===== config.mk =====
export PLATFORM = sky130hd
export DESIGN_NAME = pcm_rxd_sync
export DESIGN_NICKNAME = d
export VERILOG_FILES = /design/src/rtl/pcm_rxd_sync.sv
export SDC_FILE = /design/constraint.sdc
export NUM_CORES = 1
export LEC_CHECK = 0
export BUFFER_PORTS_ARGS = -buffer_cell sky130_fd_sc_hd__buf_4
export CAP_MARGIN = 40
export CORE_AREA = 2 2 122 124
export DETAILED_ROUTE_END_ITERATION = 8
export DIE_AREA = 0 0 124 126
export PLACE_DENSITY = 0.68
export SYNTH_ARGS = -nofsm -noshare
export SYNTH_HDL_FRONTEND = slang
export SYNTH_SLANG_ARGS = --single-unit

===== constraint.sdc =====
create_clock -name clk_i -period 2.4 [get_ports clk_i]
set_input_delay 0.12 -clock clk_i [delete_from_list [all_inputs] [get_ports clk_i]]
set_output_delay 0.12 -clock clk_i [all_outputs]
set_load 0.02 [all_outputs]

===== src/rtl/pcm_rxd_sync.sv =====
// pcm_rxd_sync - receive-side PCM frame synchronizer.
//
// Samples the decoded PCM line (clock/data pair) into the clk_i domain, hunts
// for the programmed sync code, verifies it over VERIFY_N further frames and,
// once locked, delivers payload bytes with a frame-start marker. Lock is
// dropped after LOSE_N consecutive missed sync words (flywheeling meanwhile).
//
// Configuration macro: PCM_SYNC_TOL_EN - when defined, a sync word with at
// most one bit error is accepted while in LOCK (HUNT/CHECK stay exact).
//
// Ports:
//   clk_i, rst_n_i       main clock, async active-low reset
//   enable_i             0 forces HUNT and clears frame counters
//   pcm_clk_i/pcm_data_i asynchronous PCM line clock / data
//   edge_i               0 = sample on rising pcm_clk_i, 1 = falling
//   code_i               sync code, right-aligned
//   number_i             sync length select (0/3:4 bytes, 1:3, 2:2)
//   length_i             frame length in bytes, sync included
//   byte_o/byte_vld_o    payload byte + one-cycle strobe (LOCK only)
//   frame_start_o        marks first payload byte of a frame
//   lock_o               high while in LOCK
//   frame_cnt_o          sync words accepted in LOCK (wraps)
module pcm_rxd_sync #(
  parameter int VERIFY_N = 2,
  parameter int LOSE_N   = 2
) (
  input  logic        clk_i,
  input  logic        rst_n_i,
  input  logic        enable_i,
  input  logic        pcm_clk_i,
  input  logic        pcm_data_i,
  input  logic        edge_i,
  input  logic [31:0] code_i,
  input  logic [1:0]  number_i,
  input  logic [15:0] length_i,
  output logic [7:0]  byte_o,
  output logic        byte_vld_o,
  output logic        frame_start_o,
  output logic        lock_o,
  output logic [31:0] frame_cnt_o
);

  typedef enum logic [1:0] {HUNT, CHECK, LOCK} state_t;

  localparam logic [3:0] VN = 4'(VERIFY_N);
  localparam logic [3:0] LN = 4'(LOSE_N);

  state_t      state;
  logic [1:0]  pclk_s, pdat_s;
  logic        pclk_d;
  logic [31:0] sr;
  logic [4:0]  bit_cnt;
  logic [15:0] byte_cnt;
  logic        in_sync;
  logic [3:0]  vcnt, mcnt;

  logic        sample;
  logic [31:0] sr_nxt, mask, diff;
  logic [2:0]  nsync;
  logic [4:0]  sync_last;
  logic [15:0] pay_len;
  logic        frame_ok, exact, near, lock_match;

  // Edge detect and data both taken from the second sync stage so each line
  // bit produces exactly one sample event.
  assign sample = edge_i ? (pclk_d & ~pclk_s[1]) : (~pclk_d & pclk_s[1]);
  assign sr_nxt = {sr[30:0], pdat_s[1]};

  always_comb begin
    nsync     = 3'd4;
    mask      = 32'hFFFF_FFFF;
    sync_last = 5'd31;
    case (number_i)
      2'd1: begin nsync = 3'd3; mask = 32'h00FF_FFFF; sync_last = 5'd23; end
      2'd2: begin nsync = 3'd2; mask = 32'h0000_FFFF; sync_last = 5'd15; end
      default: ;
    endcase
  end

  assign pay_len  = length_i - 16'(nsync);
  assign frame_ok = length_i > 16'(nsync);
  assign diff     = (sr_nxt ^ code_i) & mask;
  assign exact    = (diff == 32'd0);
  // Zero or a single set bit: at most one bit differs.
  assign near     = ((diff & (diff - 32'd1)) == 32'd0);

`ifdef PCM_SYNC_TOL_EN
  assign lock_match = near;
`else
  assign lock_match = exact;
`endif

  always_ff @(posedge clk_i or negedge rst_n_i) begin
    if (!rst_n_i) begin
      pclk_s        <= '0;
      pdat_s        <= '0;
      pclk_d        <= 1'b0;
      sr            <= '0;
      state         <= HUNT;
      bit_cnt       <= '0;
      byte_cnt      <= '0;
      in_sync       <= 1'b0;
      vcnt          <= '0;
      mcnt          <= '0;
      byte_o        <= '0;
      byte_vld_o    <= 1'b0;
      frame_start_o <= 1'b0;
      lock_o        <= 1'b0;
      frame_cnt_o   <= '0;
    end else begin
      pclk_s        <= {pclk_s[0], pcm_clk_i};
      pdat_s        <= {pdat_s[0], pcm_data_i};
      pclk_d        <= pclk_s[1];
      byte_vld_o    <= 1'b0;
      frame_start_o <= 1'b0;
      if (sample) sr <= sr_nxt;

      if (!enable_i) begin
        state    <= HUNT;
        lock_o   <= 1'b0;
        bit_cnt  <= '0;
        byte_cnt <= '0;
        in_sync  <= 1'b0;
        vcnt     <= '0;
        mcnt     <= '0;
      end else if (sample) begin
        case (state)
          HUNT: begin
            if (frame_ok && exact) begin
              state    <= CHECK;
              bit_cnt  <= '0;
              byte_cnt <= pay_len;
              in_sync  <= 1'b0;
              vcnt     <= '0;
            end
          end
          default: begin
            if (!in_sync) begin
              // Payload phase: one byte per 8 samples.
              if (bit_cnt == 5'd7) begin
                bit_cnt  <= '0;
                byte_cnt <= byte_cnt - 16'd1;
                if (byte_cnt == 16'd1) in_sync <= 1'b1;
                if (state == LOCK) begin
                  byte_o        <= sr_nxt[7:0];
                  byte_vld_o    <= 1'b1;
                  frame_start_o <= (byte_cnt == pay_len);
                end
              end else begin
                bit_cnt <= bit_cnt + 5'd1;
              end
            end else if (bit_cnt != sync_last) begin
              bit_cnt <= bit_cnt + 5'd1;
            end else begin
              // Last sync bit: window now holds the whole sync word.
              bit_cnt  <= '0;
              in_sync  <= 1'b0;
              byte_cnt <= pay_len;
              if (state == CHECK) begin
                if (exact) begin
                  if (vcnt + 4'd1 == VN) begin
                    state  <= LOCK;
                    lock_o <= 1'b1;
                    vcnt   <= '0;
                    mcnt   <= '0;
                  end else begin
                    vcnt <= vcnt + 4'd1;
                  end
                end else begin
                  state <= HUNT;
                  vcnt  <= '0;
                end
              end else if (lock_match) begin
                frame_cnt_o <= frame_cnt_o + 32'd1;
                mcnt        <= '0;
              end else if (mcnt + 4'd1 == LN) begin
                state  <= HUNT;
                lock_o <= 1'b0;
                mcnt   <= '0;
              end else begin
                mcnt <= mcnt + 4'd1;
              end
            end
          end
        endcase
      end
    end
  end

endmodule

# Word-level counts from Yosys, hierarchy flattened
# Index checks and enable logic that the tools add are counted.
[classes]
addsub = 6
magnitude_cmp = 1
n_eq_ne = 27
mux = 78
bitwise = 10
reduce_logical = 11
[ops]
columns = ["op", "n"]
rows = [
  ["$mux W16", 7],
  ["$mux W4", 19],
  ["$pmux W32 S2", 1],
  ["$mux W5", 7],
  ["$add A32 B1 Y32 const B", 1],
  ["$and A32 B32 Y32", 1],
  ["$logic_not A32 Y1", 1],
  ["$xor A32 B32 Y32", 1],
  ["$mux W1", 31],
  ["$mux W2", 11],
  ["$eq A16 B1 Y1 const B", 1],
  ["$eq A16 B16 Y1", 1],
  ["$gt A16 B3 Y1", 1],
  ["$sub A16 B1 Y16 const B", 1],
  ["$sub A16 B3 Y16", 1],
  ["$reduce_and A7 Y1", 2],
  ["$reduce_and A6 Y1", 2],
  ["$pmux W5 S2", 1],
  ["$ne A3 B1 Y1 const B", 3],
  ["$ne A3 B2 Y1 const B", 3],
  ["$add A4 B1 Y4 const B", 2],
  ["$eq A4 B2 Y1 const B", 2],
  ["$ne A4 B1 Y1 const B", 2],
  ["$ne A4 B2 Y1 const B", 2],
  ["18 further kinds", 29],
]
[totals]
register_bits = 111
out_inout_bits = 43
elab_cells = 148

# Depth between registers and ports, before layout
[logic_depth]
ltp_word = 11
depth_mapped = 13
ltp_nobuf = 12

# Worst setup path before layout
# OpenSTA, ideal clock, no wires.
[synth_path]
kind = "in2reg"
startpoint = "input port number_i[0]"
endpoint = "register frame_start_o"
arrival_ns = 2.637
required_time_ns = 2.304
path_slack_ns = -0.333
path_stages = 9
cell_sequence = "inv_1 > ha_1 > fa_1 > a211oi_2 > nand3_1 > or3_1 > a22o_1 > or4_1 > nor4_2"
[synth_via]
elab_chain_len = 10
elab_cells_between_ends = 11
cone_classes = "add/sub: 1; eq/ne: 3; mux: 7"
[synth_rtl]
columns = ["item", "line_no", "text"]
rows = [
  ["start: declaration", "34", "input logic [1:0] number_i,"],
  ["$eq A2 B2 Y1 or $eq A2 B1 Y1 (tied branches)", "73", "case (number_i)"],
  ["$pmux W3 S2 (*)", "73", ""],
  ["$sub A16 B3 Y16 (*)", "80", "assign pay_len = length_i - 16'(nsync);"],
  ["$eq A16 B16 Y1 (*)", "147", "frame_start_o <= (byte_cnt == pay_len);"],
  ["$mux W1 (*)", "144", "if (state == LOCK) begin"],
  ["$mux W1 (*)", "140", "if (bit_cnt == 5'd7) begin"],
  ["$mux W1 (*)", "138", "if (!in_sync) begin"],
  ["$mux W1 (*)", "127", "case (state)"],
  ["$mux W1 (*)", "126", "end else if (sample) begin"],
  ["$mux W1 (*)", "118", "if (!enable_i) begin"],
  ["end signal: assignment", "147", ""],
  ["end: declaration", "38", "output logic frame_start_o,"],
]
# Every way passes the cells marked *; elsewhere a longest branch is shown, timed or not.
# A chain may end at the register's enable or synchronous reset.

# Final worst setup path
[layout_path]
startpoint = "register sr[17]"
endpoint = "register byte_cnt[14]"
[layout_via]
elab_chain_len = 6
[layout_rtl]
columns = ["item", "line_no", "text"]
rows = [
  ["start: declaration", "51", "logic [31:0] sr;"],
  ["start signal: assignment", "116", "if (sample) sr <= sr_nxt;"],
  ["$xor A32 B32 Y32", "82", "assign diff = (sr_nxt ^ code_i) & mask;"],
  ["$and A32 B32 Y32", "82", ""],
  ["$logic_not A32 Y1", "83", "assign exact = (diff == 32'd0);"],
  ["$logic_and A1 B1 Y1", "129", "if (frame_ok && exact) begin"],
  ["$ne A3 B3 Y1 (no line)", "--", ""],
  ["$reduce_and A4 Y1 (no line)", "--", ""],
  ["end signal: assignment", "132", "byte_cnt <= pay_len;"],
  ["end signal: assignment", "142", "byte_cnt <= byte_cnt - 16'd1;"],
  ["end signal: assignment", "158", "byte_cnt <= pay_len;"],
  ["end: declaration", "53", "logic [15:0] byte_cnt;"],
]
# No other way between the ends.

==> results_dict.tcl <==
set metrics [dict create \
    grt.total_usage 0.216 \
    first_pass_iters 5 \
    syn_area_mm2 0.00637 \
    rows 44 \
    status "complete, but fails checks" \
    syn_nets 761 \
    finalInstanceArea_mm2 0.00884 \
    cp_num_buf_inv 3 \
    antenna_found_initial 0 \
    end_kind "flip-flop" \
    rsz0062_at_grt "true" \
    path_max_fanout 7 \
    grt_pass1_wl_um 27100 \
    htree_levels 3 \
    gp_congestion 0.877 \
    fin_ws_ns -0.0396 \
    worstRegToRegCells 10 \
    crit_type "reg2reg" \
    drt_iter0_markers 277 \
    vias 5739 \
    start_kind "flip-flop" \
    p_clk_frac 0.364 \
    tritoncts "yes" \
    cts_buffers 9 \
    p_leak_nw 4.33 \
    layout_commonest_cell "buf_4" \
    synthArstFlopShare 1.00 \
    clock-sinks 111 \
    ios 99 \
    ys.flop_type "dfrtp_1" \
    final_cell_mix "buf_4, nand2_1, dfrtp_1, xor2_1, nor2_1" \
    fmax_mhz 410 \
    p_per_area_mw_per_mm2 484 \
    irDropWorstVdd_mv 0.336 \
    r2r_setup_slack_ns -0.04 \
    gr-total-overflow 0 \
    r2r_start "sr[17]" \
    pwr-share-comb 0.165 \
    ys_types 62 \
    post-route-min-period_ns 2.44 \
    ys_seq_elements 111 \
    slew_headroom 0.518 \
    drc_errors 0 \
    placed_area_mm2 0.00810 \
    grt_pass1_vias 5665 \
    maxSlewViolCount 0 \
    grt_max_degree 54 \
    crit_slowest_cell "dfrtp_1" \
    antenna_cells 0 \
    syn_to_final_growth_pct 38.9 \
    cp.arrival_ns 2.67 \
    start_util 0.445 \
    finalPower_mw 4.28 \
    clock-root-buffer "clkbuf_16" \
    hp-class "in2reg" \
    drive_above_1_share 0.354 \
    internal_power_mw 3.17 \
    synth.avg_cell_area_um2 9.24 \
    clk_latency_ns 0.36 \
    setup_violations 8 \
    clockBufferDepth 2 \
    fin_crit_sh 1.02 \
    path_depth 10 \
    critical_path.startpoint "sr[17]" \
    seq_area_frac_synth 0.436 \
    reg2reg_to "byte_cnt[14]" \
    maxCapViolations 0 \
    die_x_um 124 \
    p_sw_frac 0.258 \
    coreArea_mm2 0.0143 \
    hold-worst-slack_ns 0.127 \
    port_buffers 98 \
    hold_viol 0 \
    post_drt_wl_per_cell_um 15.2 \
    place_hpwl_um 12100 \
    yosys_warnings 0 \
    antenna_left 0 \
    clk_pin_slew_ns 0.07 \
    finalClockSkew_ns 0.00940 \
    n_fill_cell 1189 \
    wirelength_um 16400 \
    die_height_um 126 \
    max_stage_delay_ns 0.39 \
    die_area_mm2 0.0156 \
    synth_cells 689 \
    cp.required_ns 2.63 \
    dp_slack_ns -0.364 \
    critPathTopFamily "compound AO/OA/AOI/OAI gates" \
    failed_checks "setup timing" \
    worst_slew_pin_slew_ns 0.723 \
    vias_per_cell 5.33 \
    path_cells "xor2_1 -> nor4_2 -> buf_4 -> a21oi_4 -> buf_6 -> o41ai_4 -> nand2_4 -> buf_12 -> o211ai_1 -> o31ai_1" \
    critPathCapture "byte_cnt[14]" \
    seqPwrFrac 0.471 \
    p_switching_mw 1.11 \
    layout.nets 960 \
    synth_edf_count 0 \
]
==> synthesized netlist by cell type, types with 3 or more instances <==
library cell / number / area share
nor3_1: 19 / 0.015
nor4_2: 3 / 0.0059
o31ai_1: 7 / 0.0083
nand3_1: 32 / 0.025
ha_1: 15 / 0.029
nor4_1: 15 / 0.015
a31oi_1: 5 / 0.0049
mux2_2: 11 / 0.019
nor2_1: 49 / 0.029
and4b_1: 3 / 0.0047
o211ai_1: 3 / 0.0035
and4_1: 3 / 0.0041
and2_1: 5 / 0.0049
o21ai_0: 16 / 0.013
nand4_1: 11 / 0.011
clkbuf_1: 18 / 0.011
nor2b_1: 3 / 0.0029
mux2i_1: 3 / 0.0047
and3_1: 11 / 0.011
nand2_1: 139 / 0.082
o21a_1: 3 / 0.0035
or4_1: 5 / 0.0059
buf_2: 5 / 0.0039
xnor2_1: 42 / 0.058
or3_1: 7 / 0.0069
a21oi_1: 26 / 0.020
nand2b_1: 5 / 0.0049
xor2_1: 54 / 0.074
inv_1: 13 / 0.0077
o221a_2: 7 / 0.012
dfrtp_1: 111 / 0.44
==> stage by stage <==
stage | cells | TNS, ns | util
floorplan | 689 | -0.134 | -
global placement | 1048 | -4.43 | 0.566
detailed placement | 1048 | -6.84 | 0.566
CTS | 1074 | -0.182 | 0.601
global route | 1077 | -1.95 | 0.618
finish | 1077 | -0.137 | 0.618
==> layout make-up <==
class,instances,area (um^2),area share
tap,184,230,0.0260
timing repair buffer,212,1670,0.189
multi-input combinational,541,3800,0.430
inverter,13,51.3,0.00580
sequential,111,2780,0.314
clock buffer,12,256,0.0290
clock inverter,4,52.6,0.00594
==> state kept, by name, summed over array words and instances, names as in the netlist <==
name           count
pdat_s             2
pclk_d             1
bit_cnt            5
byte_vld_o         1
vcnt               4
frame_start_o      1
byte_o             8
sr                31
mcnt               4
state              2
in_sync            1
pclk_s             2
frame_cnt_o       32
byte_cnt          16
lock_o             1
==> power by group through the flow <==
stage / clock [mW] / sequential, mW / combinational, mW
finish: 1.56 / 2.02 / 0.704
global route: 1.66 / 2.02 / 0.788
CTS: 1.60 / 2.02 / 0.701
detailed placement: 0 / 2.05 / 0.687
global placement: 0 / 2.05 / 0.667
floorplan: 0 / 2.05 / 0.316
==> what timing repair did <==
item                       in CTS  in global routing
cloned                          1                  1
hold buffers                    3                  0
setup buffers                   6                  2
hold endpoints to repair       51                  0
pin swaps                      14                 33
setup endpoints to repair      51                 64
resized for setup              27                 51
==> how the worst min path moves through the flow <==
stage                  start  slack (ns)  cells past startpoint             end
floorplan            rst_n_i       -0.18                      0      bit_cnt[0]
global placement     rst_n_i        0.21                      1  frame_cnt_o[8]
detailed placement   rst_n_i        0.23                      1  frame_cnt_o[8]
CTS                 enable_i        0.11                      2     byte_cnt[3]
global route        enable_i        0.13                      2    byte_cnt[12]
finish              enable_i        0.13                      2    byte_cnt[12]
==> metal layers <==
| layer | track usage | vias up | part of all wire | wire length (um) |
|---|---|---|---|---|
| met5 | 0 | - | 0 | 0 |
| met4 | 0.0714 | 0 | 0.015 | 241 |
| met3 | 0.0362 | 26 | 0.048 | 789 |
| met2 | 0.362 | 166 | 0.50 | 8180 |
| met1 | 0.283 | 2757 | 0.44 | 7140 |
| li1 | - | 2790 | - | - |
==> cells by family (layout without fill, tap and decap cells) <==
family                   Yosys count  in the layout  share of synthesized area
flip-flops                       111            111                      0.436
adder cells (fa/ha/maj)           16             16                     0.0326
XOR/XNOR                          97             97                      0.136
AND/OR/NAND/NOR                  326            326                      0.252
AO/OA/AOI/OAI                     87             88                     0.0945
buffers and inverters             38            241                     0.0252
multiplexers                      14             14                     0.0242
Note: power is estimated with default switching activity, not from simulation.
